**src/rtl/prog_down_counter.sv**
```systemverilog
// Loadable down counter/timer with prescaler, free-run / auto-reload / one-shot modes,
// start/stop control, a one-clock terminal-count pulse and a sticky one-shot done flag.
module prog_down_counter #(
    parameter int WIDTH      = 8,
    parameter int PRESCALE_W = 4
) (
    input  logic                  clk,
    input  logic                  reset_n,
    input  logic                  load,
    input  logic [WIDTH-1:0]      load_val,
    input  logic                  start,
    input  logic                  stop,
    input  logic [1:0]            mode,
    input  logic [PRESCALE_W-1:0] prescale,
    output logic [WIDTH-1:0]      count,
    output logic                  tc,
    output logic                  busy,
    output logic                  done
);

    localparam logic [1:0] ST_IDLE = 2'd0;
    localparam logic [1:0] ST_RUN  = 2'd1;
    localparam logic [1:0] ST_DONE = 2'd2;

    localparam logic [1:0] MODE_FREE   = 2'b00;
    localparam logic [1:0] MODE_RELOAD = 2'b01;

    logic [1:0]            state_q,  state_d;
    logic [WIDTH-1:0]      count_q,  count_d;
    logic [WIDTH-1:0]      reload_q, reload_d;
    logic [PRESCALE_W-1:0] pcnt_q,   pcnt_d;
    logic                  tc_q,     tc_d;
    logic                  done_q,   done_d;
    logic                  busy_q;
    logic                  running;
    logic                  tick;

    assign running = (state_q == ST_RUN);
    assign tick    = running && (pcnt_q == prescale);

    always_comb begin
        state_d  = state_q;
        count_d  = count_q;
        reload_d = reload_q;
        pcnt_d   = pcnt_q;
        tc_d     = 1'b0;
        done_d   = done_q;

        // Recover from the unused state encoding.
        if (state_q != ST_IDLE && state_q != ST_RUN && state_q != ST_DONE) begin
            state_d = ST_IDLE;
        end

        if (load) begin
            // A tick falling on the load cycle is discarded.
            count_d  = load_val;
            reload_d = load_val;
            pcnt_d   = '0;
            done_d   = 1'b0;
            if (state_q == ST_DONE) begin
                state_d = ST_IDLE;
            end
        end else if (stop) begin
            // Stop outranks start, so a simultaneous start never restarts the timer.
            pcnt_d = '0;
            if (running) begin
                state_d = ST_IDLE;
            end
        end else if (start && !running) begin
            state_d = ST_RUN;
            pcnt_d  = '0;
            done_d  = 1'b0;
        end else if (running) begin
            if (tick) begin
                pcnt_d = '0;
                if (count_q != '0) begin
                    count_d = count_q - 1'b1;
                end else begin
                    tc_d = 1'b1;
                    if (mode == MODE_FREE) begin
                        count_d = '1;
                    end else if (mode == MODE_RELOAD) begin
                        count_d = reload_q;
                    end else begin
                        state_d = ST_DONE;
                        done_d  = 1'b1;
                    end
                end
            end else begin
                pcnt_d = pcnt_q + 1'b1;
            end
        end
    end

    always_ff @(posedge clk) begin
        if (!reset_n) begin
            state_q  <= ST_IDLE;
            count_q  <= '0;
            reload_q <= '0;
            pcnt_q   <= '0;
            tc_q     <= 1'b0;
            done_q   <= 1'b0;
            busy_q   <= 1'b0;
        end else begin
            state_q  <= state_d;
            count_q  <= count_d;
            reload_q <= reload_d;
            pcnt_q   <= pcnt_d;
            tc_q     <= tc_d;
            done_q   <= done_d;
            busy_q   <= (state_d == ST_RUN);
        end
    end

    assign count = count_q;
    assign tc    = tc_q;
    assign busy  = busy_q;
    assign done  = done_q;

endmodule

```
**config.mk**
```make
export PLATFORM = sky130hd
export DESIGN_NAME = prog_down_counter
export DESIGN_NICKNAME = d
export VERILOG_FILES = /design/src/rtl/prog_down_counter.sv
export SDC_FILE = /design/constraint.sdc
export NUM_CORES = 1
export LEC_CHECK = 0
export ABC_AREA = 0
export BUFFER_PORTS_ARGS = -buffer_cell sky130_fd_sc_hd__clkbuf_2
export CAP_MARGIN = 10
export CORE_MARGIN = 8
export CORE_UTILIZATION = 60
export CTS_BUF_LIST = sky130_fd_sc_hd__clkbuf_4
export CTS_CLUSTER_DIAMETER = 200
export CTS_CLUSTER_SIZE = 25
export DETAILED_ROUTE_END_ITERATION = 7
export PLACE_DENSITY_LB_ADDON = 0.05
export SLEW_MARGIN = 20
export SYNTH_ARGS = -nofsm -noshare
export SYNTH_HDL_FRONTEND = slang
export SYNTH_SLANG_ARGS = --single-unit
```
**constraint.sdc**
```tcl
create_clock -name clk -period 5.22 [get_ports clk]
set_clock_uncertainty 0.15 [all_clocks]
set_input_delay 0.522 -clock clk [delete_from_list [all_inputs] [get_ports clk]]
set_output_delay 0.522 -clock clk [all_outputs]
set_load 0.01 [all_outputs]
```
==> run summary <==
vias per cell - 6.06
Gate power share - 19.2%
non-filler instance count after layout - 215
Final ANT Viol Nets - 0
top cells by area, synth - dfxtp_1, mux2i_1, nor2b_1, a21oi_1, xnor2_1
clock slew at reported path FFs - 0.13 ns
Final Power - 372 uW
pwr dens - 241 mW/mm^2
first-pass GRT wire length - 5530 um
final wirelength - 3290 um
Post-synth EDFFs - 0
CP endpoint kind - register
Post-synth ARST share - 0%
nets - 209
initial core utilization - 62.3%
worst skew pair latency - 0.31 ns
Synth Register Bits - 25
Netlist cell types - 40
fmax - 471 MHz
Clock Tree Buf Depth - 2
footprint of the multi-input gates - 820 um^2
min Tclk post-route - 2.12 ns
GPL Wtd Cong - 0.855
FF/Latch Area - 500 um^2
drt pass-1 iters - 5
clock tree root buffer cell - clkbuf_4
Mapped Cells - 161
Setup-failing EPs final - 0
Synth warnings - 0
post-layout util - 70.5%
Die W - 63.7 um
port buffer count - 29
leak pwr - 0.000614 uW
CTS tree - built
Worst Setup Start Kind - register
I/O pin count - 30
Num CTS Buffers - 3
Top FF cell, synth - dfxtp_1
die extent in y - 63.7 um
leading area contributor after synthesis - dfxtp_1
slew margin rel. - 58.5%
CORE AREA - 0.00219 mm^2
critical path class - register to register
post-DP HPWL - 2480 um
Arrival @ worst endpoint - 2.22 ns
worst slack at placement - 2.93 ns
crit path max fanout - 10
share of layout cells above drive strength 1 - 20.9%
sw frac - 28.7%
RSZ-0062 raised after global routing - false
initial antenna violation count - 0
Synth Area per Inst - 8.48 um^2
maxcap violations - 0
total setup buffers inserted after CTS - 0
Seq pwr share - 56.5%
Worst-Margin Slew - 0.620 ns
fin crit share - 40.7%
Post-Syn Area - 0.00137 mm^2
Post-Synthesis Net Count - 182
post-synthesis sequential area ratio - 36.7%
Layout fillers - 187
GRT overflow - 0
Final Hold Viols - 0
gr usage total - 16.0%
status - finished clean
largest net degree at the start of global routing - 20
top-area cell type share of the netlist area - 36.7%
Slew Limit Fails - 0
drt drc - 0
Clk network pwr share - 24.2%
number of global-route vias before repair - 1305
Worst Path Required - 5.31 ns
Resized cells post-CTS - 0
cell total after placement - 211
Net Sw Power - 107 uW
hold crit path type - input pin to register
die area - 0.00406 mm^2
Sink Count - 25
min setup slack post-route - 3.10 ns
# hold bufs at CTS - 0
cell internal pwr - 265 uW
H-tree depth - 1
Worst VDD drop - 0.000175 V
Area Growth Syn to Fin - 13.2%
# rows - 17
per-cell routed wire length - 15.3 um
via count - 1302
1st-iter DRT viols - 89
Ant. Diodes - 0
Setup TNS Final - 0 ns
[power groups by stage]
stage	clock network, uW	logic (uW)	registers, uW
finish	90.2	71.5	210
global route	99.4	78.8	212
CTS	92.8	71.1	210
detailed placement	0	70.5	214
global placement	0	68.6	214
floorplan	0	47.6	214
[critical path: stages, from the launching register on]
cell,delay [ns]
dfxtp_1,0.44
xnor2_1,0.17
and4_1,0.44
nand4_1,0.24
or4_1,0.52
o211ai_1,0.10
[Yosys cell counts, types with 4 or more instances]
master    instances
nor2b_1          11
o21ai_0           7
a21oi_1          13
xnor2_1           6
nand3_1           8
nand2_1          11
mux2i_1          10
nor3_1           10
dfxtp_1          25
clkbuf_1          5
nand4_1           4
nor2_1           11
inv_1             4
[cells by family after synthesis]
family	Yosys count	synth area share [%]
AND/OR/NAND/NOR	71	28.8
AO/OA/AOI/OAI	36	18.2
flip-flops	25	36.7
buffers and inverters	11	3.30
multiplexers	10	7.33
XOR/XNOR	6	3.85
adder cells (fa/ha/maj)	2	1.83
[registers in the layout, summed over array words and instances, names as in the netlist]
name and flops:
state_q 2, busy 1, done 1, pcnt_q 4, tc 1, reload_q 8, count 8
[per-layer routing]
| metal | wire length [um] | global-route usage, % | vias up |
|---|---|---|---|
| met4 | 100 | 7.24 | 0 |
| met2 | 1580 | 28.4 | 53 |
| met5 | 0 | 0 | - |
| met3 | 177 | 3.36 | 12 |
| li1 | - | - | 644 |
| met1 | 1430 | 17.6 | 593 |
[final timing paths]
check	startpoint	to	slack (ns)	cells past startpoint
worst max-delay path	pcnt_q[0]	count[4]	3.10	5
worst max register to register	pcnt_q[0]	count[4]	3.10	5
worst min register to register	pcnt_q[3]	pcnt_q[3]	0.35	2
worst min-delay path	load_val[2]	count[2]	0.31	3
[placed cells by master, fill, tap and decap left out, drive strengths merged]
cell type,synthesis,layout
clkbuf,5,33
dfxtp,25,25
a21oi,13,13
nor2,12,12
nand2,11,11
nor2b,11,11
nor3,10,10
mux2i,10,10
nand3,8,8
o21ai,7,7
xnor2,6,6
inv,4,4
nand4,4,4
nand2b,3,3
a31oi,3,3
o211ai,3,3
o31ai,2,2
or3,2,2
ha,2,2
nor3b,2,2
nor4,2,2
or4,2,2
and4,1,1
o21bai,1,1
nand3b,1,1
and3,1,1
o41ai,1,1
o31a,1,1
o311ai,1,1
nor4b,1,1
o311a,1,1
a221oi,1,1
a211o,1,1
o22ai,1,1
[area by class of cell]
| cell class | count | share of cell area [%] |
|---|---|---|
| tap | 28 | 2.27 |
| inverter | 4 | 0.972 |
| timing repair buffer | 29 | 9.39 |
| multi-input combinational | 125 | 53.0 |
| clock buffer | 4 | 1.94 |
| sequential | 25 | 32.4 |
[through the flow]
stage               hold WS [ns]  instance area (um^2)
finish                     0.306                  1550
CTS                        0.306                  1550
global placement           0.333                  1520
floorplan                  0.315                  1370
detailed placement         0.340                  1520
global route               0.319                  1550
Note: power is estimated with default switching activity, not from simulation.
